### src/rtl/tlv8413_pkg.sv
// Shared definitions for the TLV8413 ramp controller slice.
//   NUM_CH    : number of DAC channels handled by the scheduler
//   DAC_DW    : DAC code width
//   state_t   : scan FSM encoding
//   ch_idx_t  : channel index type
//   code_t    : DAC code type
package tlv8413_pkg;

  localparam int NUM_CH = 8;
  localparam int DAC_DW = 8;

  typedef enum logic {
    ST_IDLE = 1'b0,
    ST_SCAN = 1'b1
  } state_t;

  typedef logic [2:0]        ch_idx_t;
  typedef logic [DAC_DW-1:0] code_t;

endpackage

### src/rtl/tlv8413_ramp_step.sv
// Combinational saturating stepper: moves cur toward tgt by at most STEP
// codes without ever passing the target.
//   cur  in  8  current setpoint
//   tgt  in  8  target code
//   nxt  out 8  next setpoint
module tlv8413_ramp_step
  import tlv8413_pkg::*;
#(
  parameter int STEP = 1
) (
  input  code_t cur,
  input  code_t tgt,
  output code_t nxt
);

  localparam logic [8:0] STEP_W = 9'(STEP);

  logic signed [8:0] diff;
  logic        [8:0] mag;
  logic        [8:0] amt;

  // 9-bit signed difference so the full 0..255 range never wraps
  assign diff = $signed({1'b0, tgt}) - $signed({1'b0, cur});

  always_comb begin
    mag = diff[8] ? 9'(-diff) : 9'(diff);
    amt = (mag < STEP_W) ? mag : STEP_W;
    if (diff[8]) begin
      nxt = cur - amt[7:0];
    end else begin
      nxt = cur + amt[7:0];
    end
  end

endmodule

### src/rtl/tlv8413_ramp_ctrl.sv
// Slew-rate-limited setpoint scheduler in front of the dual-DAC8413
// multiplexed interface. Holds a target per channel; on every ramp tick
// walks channels 0..7, one per clock, stepping each setpoint toward its
// target by at most STEP codes.
//
// Ports:
//   clk          in   system clock
//   rst_n        in   asynchronous active-low reset
//   wr_en        in   single-cycle target write strobe
//   wr_ch        in   target channel index
//   wr_data      in   target code
//   wr_direct    in   (TLV8413_RAMP_DIRECT_WRITE_EN only) write cur as well
//   wr_ack       out  pulse the cycle after a write
//   halt         in   freeze the tick counter (level)
//   ch_busy      out  bit i = cur[i] != tgt[i], registered
//   all_settled  out  registered NOR of the per-channel busy terms
//   dac_db0..7   out  current setpoints
//
// Build option: define TLV8413_RAMP_DIRECT_WRITE_EN to add wr_direct, which
// loads cur and tgt together and bypasses the ramp.
//
// FSM states:
//   state   | meaning
//   ST_IDLE | waiting for a tick or a pending tick
//   ST_SCAN | stepping cur[idx], idx = 0..7, one channel per clock
module tlv8413_ramp_ctrl
  import tlv8413_pkg::*;
#(
  parameter int CLK_FREQ_HZ = 22118400,
  parameter int TICK_US     = 1000,
  parameter int STEP        = 1
) (
  input  logic       clk,
  input  logic       rst_n,
  input  logic       wr_en,
  input  logic [2:0] wr_ch,
  input  logic [7:0] wr_data,
`ifdef TLV8413_RAMP_DIRECT_WRITE_EN
  input  logic       wr_direct,
`endif
  output logic       wr_ack,
  input  logic       halt,
  output logic [7:0] ch_busy,
  output logic       all_settled,
  output logic [7:0] dac_db0,
  output logic [7:0] dac_db1,
  output logic [7:0] dac_db2,
  output logic [7:0] dac_db3,
  output logic [7:0] dac_db4,
  output logic [7:0] dac_db5,
  output logic [7:0] dac_db6,
  output logic [7:0] dac_db7
);

  localparam int TICK_CNT = (CLK_FREQ_HZ / 1000000) * TICK_US;
  localparam int CNT_W    = (TICK_CNT > 1) ? $clog2(TICK_CNT) : 1;
  localparam logic [CNT_W-1:0] CNT_LAST = CNT_W'(TICK_CNT - 1);
  localparam logic [CNT_W-1:0] CNT_ONE  = CNT_W'(1);

  logic [CNT_W-1:0] cnt;
  logic             tick;

  state_t  state, state_nxt;
  ch_idx_t idx, idx_nxt;
  logic    pending, pending_nxt;
  logic    step_en;

  code_t tgt [NUM_CH];
  code_t cur [NUM_CH];
  code_t step_nxt;
  logic [NUM_CH-1:0] busy_c;

  // ---------------------------------------------------------------- tick
  always_ff @(posedge clk or negedge rst_n) begin
    if (!rst_n) begin
      cnt <= '0;
    end else if (!halt) begin
      cnt <= (cnt == CNT_LAST) ? '0 : cnt + CNT_ONE;
    end
  end

  assign tick = !halt && (cnt == CNT_LAST);

  // ----------------------------------------------------------------- FSM
  always_ff @(posedge clk or negedge rst_n) begin
    if (!rst_n) begin
      state   <= ST_IDLE;
      idx     <= '0;
      pending <= 1'b0;
    end else begin
      state   <= state_nxt;
      idx     <= idx_nxt;
      pending <= pending_nxt;
    end
  end

  always_comb begin
    state_nxt   = state;
    idx_nxt     = idx;
    pending_nxt = pending;
    step_en     = 1'b0;
    case (state)
      ST_IDLE: begin
        if (tick || pending) begin
          state_nxt   = ST_SCAN;
          idx_nxt     = '0;
          pending_nxt = 1'b0;
        end
      end
      ST_SCAN: begin
        step_en = 1'b1;
        idx_nxt = idx + 3'd1;
        if (idx == 3'd7) begin
          state_nxt = ST_IDLE;
        end
        // only one tick is remembered across a scan
        if (tick) begin
          pending_nxt = 1'b1;
        end
      end
      default: begin
        state_nxt = ST_IDLE;
      end
    endcase
  end

  // ------------------------------------------------------- channel state
  tlv8413_ramp_step #(
    .STEP (STEP)
  ) u_step (
    .cur (cur[idx]),
    .tgt (tgt[idx]),
    .nxt (step_nxt)
  );

  // The step reads tgt before this edge's write lands, so a colliding
  // write only takes effect on the following scan.
  always_ff @(posedge clk or negedge rst_n) begin
    if (!rst_n) begin
      for (int i = 0; i < NUM_CH; i++) begin
        tgt[i] <= '0;
        cur[i] <= '0;
      end
    end else begin
      if (wr_en) begin
        tgt[wr_ch] <= wr_data;
      end
      if (step_en) begin
        cur[idx] <= step_nxt;
      end
`ifdef TLV8413_RAMP_DIRECT_WRITE_EN
      // later assignment wins over a same-channel scan step
      if (wr_en && wr_direct) begin
        cur[wr_ch] <= wr_data;
      end
`endif
    end
  end

  always_comb begin
    busy_c = '0;
    for (int i = 0; i < NUM_CH; i++) begin
      busy_c[i] = (cur[i] != tgt[i]);
    end
  end

  always_ff @(posedge clk or negedge rst_n) begin
    if (!rst_n) begin
      wr_ack      <= 1'b0;
      ch_busy     <= '0;
      all_settled <= 1'b1;
    end else begin
      wr_ack      <= wr_en;
      ch_busy     <= busy_c;
      all_settled <= ~|busy_c;
    end
  end

  assign dac_db0 = cur[0];
  assign dac_db1 = cur[1];
  assign dac_db2 = cur[2];
  assign dac_db3 = cur[3];
  assign dac_db4 = cur[4];
  assign dac_db5 = cur[5];
  assign dac_db6 = cur[6];
  assign dac_db7 = cur[7];

endmodule
### config.mk
export PLATFORM = sky130hd
export DESIGN_NAME = tlv8413_ramp_ctrl
export DESIGN_NICKNAME = d
export VERILOG_FILES = /design/src/rtl/tlv8413_pkg.sv /design/src/rtl/tlv8413_ramp_step.sv /design/src/rtl/tlv8413_ramp_ctrl.sv
export SDC_FILE = /design/constraint.sdc
export NUM_CORES = 1
export LEC_CHECK = 0
export ABC_AREA = 1
export ABC_CLOCK_PERIOD_IN_PS = 5900
export BUFFER_PORTS_ARGS = -buffer_cell sky130_fd_sc_hd__clkbuf_2
export CAP_MARGIN = 20
export CORE_ASPECT_RATIO = 0.6
export CORE_MARGIN = 2
export CORE_UTILIZATION = 60
export DETAILED_ROUTE_END_ITERATION = 8
export GPL_TIMING_DRIVEN = 0
export PLACE_DENSITY_LB_ADDON = 0.08
export SLEW_MARGIN = 20
export SYNTH_ARGS = -nofsm -noshare
export SYNTH_HDL_FRONTEND = slang
export SYNTH_SLANG_ARGS = --single-unit
### constraint.sdc
create_clock -name clk -period 5.9 [get_ports clk]
set_clock_uncertainty 0.1 [all_clocks]
set_input_delay 0.885 -clock clk [delete_from_list [all_inputs] [get_ports clk]]
set_output_delay 0.885 -clock clk [all_outputs]
set_load 0.01 [all_outputs]
; Word level (Yosys, flattened, before mapping)
; Cells that the tools add are included.
; W data, S select, Z words.
[classes]
magnitude_cmp = 5
mux = 25
eq_ne = 12
reduce_logical = 8
bitwise_logic = 3
addsub = 6
[op_table]
columns = cell, count
row1 = $bwmux W64, 2
row2 = $mux W8, 8
row3 = $ne A8 B8 Y1, 8
row4 = $bmux W8 S3, 2
row5 = $demux W8 S3, 2
row6 = $add A15 B1 Y15 const B, 1
row7 = $eq A15 B15 Y1 const B, 1
row8 = $mux W15, 1
row9 = $lt A9 B1 Y1 const B, 1
row10 = $mux W9, 1
row11 = $neg A9 Y9, 1
row12 = $sub A8 B8 Y9, 1
row13 = $add A8 B8 Y8, 1
row14 = $ge A4 B4 Y1 const B, 2
row15 = $lt A4 B1 Y1 const B, 2
row16 = $not A3 Y4, 2
row17 = $reduce_or A8 Y1, 1
row18 = $sub A8 B8 Y8, 1
row19 = $pmux W3 S2, 1
row20 = $mux W1, 5
row21 = $ne A2 B2 Y1 const B, 2
row22 = $pmux W1 S2, 2
row23 = $add A3 B1 Y3 const B, 1
row24 = $eq A3 B3 Y1 const B, 1
row25 = 6 further kinds, 9
[totals]
input_bits = 15
register_bits = 158
out_inout_bits = 74

; Longest topological paths before layout
[logic_depth]
word_depth = 12
ltp_mapped = 36
depth_no_buf = 35

; Cells and area by module
; From an unflattened synthesis, not the netlist that was laid out.
[unflattened]
cells_unflattened = 1147
hier_area_um2 = 8898.5
[modules_own_cells]
columns = module, cells_per_inst, instances, seq_area_each_um2, area_each_um2
row1 = tlv8413_ramp_ctrl, 956, 1, 3955.0, 7811.2
row2 = tlv8413_ramp_step, 191, 1, 0.0, 1087.3

; Least setup slack after synthesis
; OpenSTA, ideal clock, no wires.
[synth_timing]
kind = register -> register
startpoint = register idx[0]
endpoint = register cur (netlist bit dac_db0[6])
arrival_ns = 5.068
n_path_buf = 3
stages_incl_launch_ff = 33
setup_time_ns = 0.136
t_required_ns = 5.664
slack_ns = 0.596
path_cell_list = dfrtp_1 buf_2 inv_1 clkbuf_1 clkbuf_1 o21ai_0 o22ai_1 nor2_1 ha_1 inv_1 fa_1 inv_1 ha_1 a21boi_1 nand3_1 nor2_2 nand2_1 nand2_1 nand2_1 nand3_2 nor2_4 nand2_4 inv_1 ha_1 or2_2 ha_1 nand3_1 and2_1 or2_2 nand2_1 a21oi_1 xor2_1 o21ai_0
[synth_via]
elab_chain_len = 12
word_cells_on_any_way = 21
classes_between = 4 x add/sub / 3 x order compare / 12 x mux / 1 x bitwise / 1 x reduce/logical
[synth_rtl]
columns = item, line
row1 = "start, declared", tlv8413_ramp_ctrl.sv:64  ; ch_idx_t idx, idx_nxt;
row2 = "start signal, assigned", tlv8413_ramp_ctrl.sv:92  ; idx <= idx_nxt;
row3 = $not A3 Y4 (implied by the code) (*), "tlv8413_ramp_ctrl.sv:131, tlv8413_ramp_ctrl.sv:132, tlv8413_ramp_ctrl.sv:149"
row4 = "$bmux W8 S3, on equally long branches", "tlv8413_ramp_ctrl.sv:132, tlv8413_ramp_ctrl.sv:131"
row5 = "$mux W8, on equally long branches (2 in series)", "tlv8413_ramp_ctrl.sv:132, tlv8413_ramp_ctrl.sv:131"
row6 = $sub A8 B8 Y9, tlv8413_ramp_step.sv:23  ; assign diff = $signed({1'b0, tgt}) - $signed({1'b0, cur});
row7 = $neg A9 Y9, tlv8413_ramp_step.sv:26  ; mag = diff[8] ? 9'(-diff) : 9'(diff);
row8 = $mux W9, tlv8413_ramp_step.sv:26
row9 = $lt A9 B1 Y1, tlv8413_ramp_step.sv:27  ; amt = (mag < STEP_W) ? mag : STEP_W;
row10 = $mux W8, tlv8413_ramp_step.sv:27
row11 = $add A8 B8 Y8 or $sub A8 B8 Y8 (tied branches), "tlv8413_ramp_step.sv:31, tlv8413_ramp_step.sv:29"
row12 = $mux W8, tlv8413_ramp_step.sv:28  ; if (diff[8]) begin
row13 = $bwmux W64 (*), tlv8413_ramp_ctrl.sv:149  ; cur[idx] <= step_nxt;
row14 = "end signal, assigned by index", tlv8413_ramp_ctrl.sv:149
row15 = "end, declared", tlv8413_ramp_ctrl.sv:69  ; code_t cur [NUM_CH];
; Every way passes the cells marked *; elsewhere a longest branch is shown, timed or not. The select of a mux whose other input is x is not followed.
; A chain may end at the register's enable or synchronous reset.

; Worst setup path after layout
; Same ends and word-level chain as after synthesis.

==> impl_metrics.py <==
metrics = {
    "global_route": {
        "overflow": 0,
        "grt_start_max_net_pins": 95,
        "grt_pass1_vias": 7832,
        "grt_pass1_wl_um": 45400,
        "track_usage_pct": 38.9,
        "antenna_found_initial": 0,
    },
    "timing": {
        "fin_crit_ps": 5720,
        "relSlewSlack_pct": 37.2,
        "setup_viol": 0,
        "worst_pin_slew_ps": 939,
        "hold_ws_ps": 328,
        "hold_viol": 0,
        "timing.final.crit_share_pct": 96.9,
        "slew_viol_final": 0,
        "max_freq_ghz": 0.175,
    },
    "cts": {
        "cts-htree-levels": 4,
        "cts_hold_buf": 0,
        "cts_tree": "yes",
        "worstSkewPairLatency_ps": 430,
        "root_buffer": "clkbuf_16",
        "clockBufferDepth": 2,
        "numCtsBuffers": 17,
        "clk_pin_slew_ps": 70,
        "cts.sinks": 158,
    },
    "synth": {
        "ys_async_sr_fraction_pct": 100,
        "netlist-cell-type-count": 46,
        "synth_flop_cell": "dfrtp_1",
        "synth_nets": 1166,
        "synthTopCellsByCount": "293 x nand2_1, 174 x o21ai_0, 157 x dfrtp_1, 130 x inv_1, 75 x nor2_1",
        "synth_area_sq_mm": 0.00878,
        "ys_ff_latch": 158,
        "synth_edf_count": 0,
        "synth_warnings": 0,
        "yosysSeqAreaShare_pct": 45.1,
        "yosysTopAreaCell": "dfrtp_1",
        "syn_avg_cell_area_sq_um": 7.77,
        "synth_area_leaders": "dfrtp_1 45%, nand2_1 13%, o21ai_0 9.9%",
        "synthCells": 1129,
        "synth_most_common_cell": "nand2_1",
        "synth_top_area_share_pct": 44.8,
    },
    "power": {
        "power-per-cell-area_mw_per_mm2": 302,
        "total_power_mw": 3.14,
        "peakVddDrop_uv": 181,
        "leakage_nw": 5.06,
    },
    "floorplanning": {
        "ios": 89,
        "die_h_um": 97.7,
        "core_area_sq_mm": 0.0144,
        "start_util_pct": 61.0,
        "floorplan.rows": 34,
        "fp.dieW_um": 160,
        "dieArea_sq_mm": 0.0156,
    },
    "worst_setup_path": {
        "crit_path_frequent_cell": "nand2_1",
        "reg2reg_depth": 32,
        "start_kind": "register",
        "cp_max_fo": 10,
        "worst_ep_required_time_ps": 6140,
        "path_buf_inv": 8,
        "criticalPathCategory": "reg -> reg",
        "slowest_stage": "fa_2",
        "worstSetupEndpointType": "register",
        "cp.arrival_ps": 5950,
        "cp_num_cells": 32,
        "crit_family": "simple AND/OR/NAND/NOR gates",
        "max_stage_delay_ps": 450,
    },
    "drt": {
        "routed_wl_um": 29600,
        "drt_iter0_drc": 1129,
        "route.detailed.drc": 0,
        "vias": 8573,
        "dr.pass1.iters": 6,
        "vias_per_cell": 5.89,
        "postRouteAntennaNets": 0,
        "wl_per_cell_um": 20.3,
    },
    "cells_and_area": {
        "fillers": 1202,
        "finish.utilization_pct": 72.3,
        "multi_input_area_sq_mm": 0.00430,
        "drive_gt1_share_pct": 16.1,
        "nNetsFinal": 1280,
        "syn_to_final_growth_pct": 18.4,
        "regArea_sq_mm": 0.00396,
    },
    "place": {
        "numPortBuffers": 88,
        "hpwlAfterDp_um": 22200,
        "gp_congestion": 1.05,
    },
    "hold_path": {
        "worst_hold_path_type": "in -> async",
    },
    "run": {
        "max_cap_viol_count": 0,
    },
    "outcome": {
        "status": "completed",
    },
}
## registers in the layout, indices dropped and copies added, names as in the netlist
register and flops:
all_settled 1, ch_busy 8, cnt 15, dac_db0 8
dac_db1 8, dac_db2 8, dac_db3 8, dac_db4 8
dac_db5 8, dac_db6 8, dac_db7 8, idx 3
pending 1, state 1, tgt 64, wr_ack 1
## stage by stage
stage / setup TNS (ps) / setup slack (ps) / cells / area (sq um)
6_report: 0 / 182 / 1455 / 10400
5_1_grt: -301 / -57.0 / 1454 / 10400
4_1_cts: 0 / 16.4 / 1452 / 10300
3_5_place_dp: -29680 / -1090 / 1416 / 9510
3_3_place_gp: -25170 / -1140 / 1415 / 9470
2_1_floorplan: 0 / 596 / 1129 / 8780
## cell usage in the layout, fill, tap and decap left out, types with 14 or more instances in the layout
cell / netlist / layout
xnor2_1: 29 / 27
clkbuf_2: 0 / 91
a21oi_1: 42 / 40
dfrtp_1: 157 / 156
clkbuf_16: 0 / 17
ha_1: 20 / 17
nand3_1: 35 / 34
clkbuf_1: 27 / 20
o211ai_1: 17 / 17
o21ai_0: 174 / 167
nand2_1: 293 / 292
inv_1: 130 / 127
xor2_1: 16 / 14
nor2_1: 75 / 72
nand4_1: 24 / 24
## power by group
part | switching (mW) | internal, mW | total, mW
Combinational | 0.322 | 0.207 | 0.529
Sequential | 0.186 | 1.22 | 1.40
Clock | 0.486 | 0.720 | 1.21
## worst reg2reg max path, delay by kind of cell, from the launching register on
| kind | cells | cell delay, ps |
|---|---|---|
| buffers and inverters | 8 | 1030 |
| adders and majority gates | 5 | 1410 |
| xor gates and xnor gates | 1 | 200 |
| AOI/OAI and AO/OA | 4 | 640 |
| and+or+nand+nor | 14 | 1900 |
| DFF | 1 | 350 |
## metal layers
layer / share of wire [%] / GRT usage (%) / wire, um / up-vias
li1: - / - / - / 3931
met1: 43 / 60.1 / 12600 / 4073
met2: 41 / 53.3 / 12000 / 529
met3: 15 / 12.2 / 4470 / 40
met4: 1.7 / 8.32 / 493 / 0
met5: 0 / 0 / 0 / -
## layout make-up
type | count | share of cell area, %
Antenna cell | 1 | 0.0241
Buffer | 35 | 1.91
Clock buffer | 19 | 4.17
Clock inverter | 13 | 1.94
Inverter | 133 | 4.85
Multi-Input combinational cell | 803 | 41.4
Sequential cell | 158 | 38.1
Tap cell | 198 | 2.38
Timing Repair Buffer | 95 | 5.26
## final timing paths
| kind | startpoint | end | slack (ps) |
|---|---|---|---|
| setup / recovery | idx[0] | dac_db0[6] | 180 |
| hold / removal | rst_n | dac_db5[5] | 330 |
| setup reg to reg | idx[0] | dac_db0[6] | 180 |
| hold reg to reg | cnt[9] | cnt[9] | 410 |
| max in group asynchronous | rst_n | all_settled | 4500 |
| min in group clk | cnt[9] | cnt[9] | 410 |
## repair_timing
action,4_1_cts,5_1_grt
setup endpoints to repair,48,47
setup buffers,4,2
gates resized for setup,25,43
pin swaps,3,8
## kinds of logic after synthesis
kind of cell / share of synthesized area [%]
compound gates: 15.9
other cells: 0.0427
flops: 45.1
simple gates: 23.9
fa+ha+maj: 3.31
buf+inv: 7.31
xor+xnor: 4.49
Note: power is estimated with default switching activity, not from simulation.
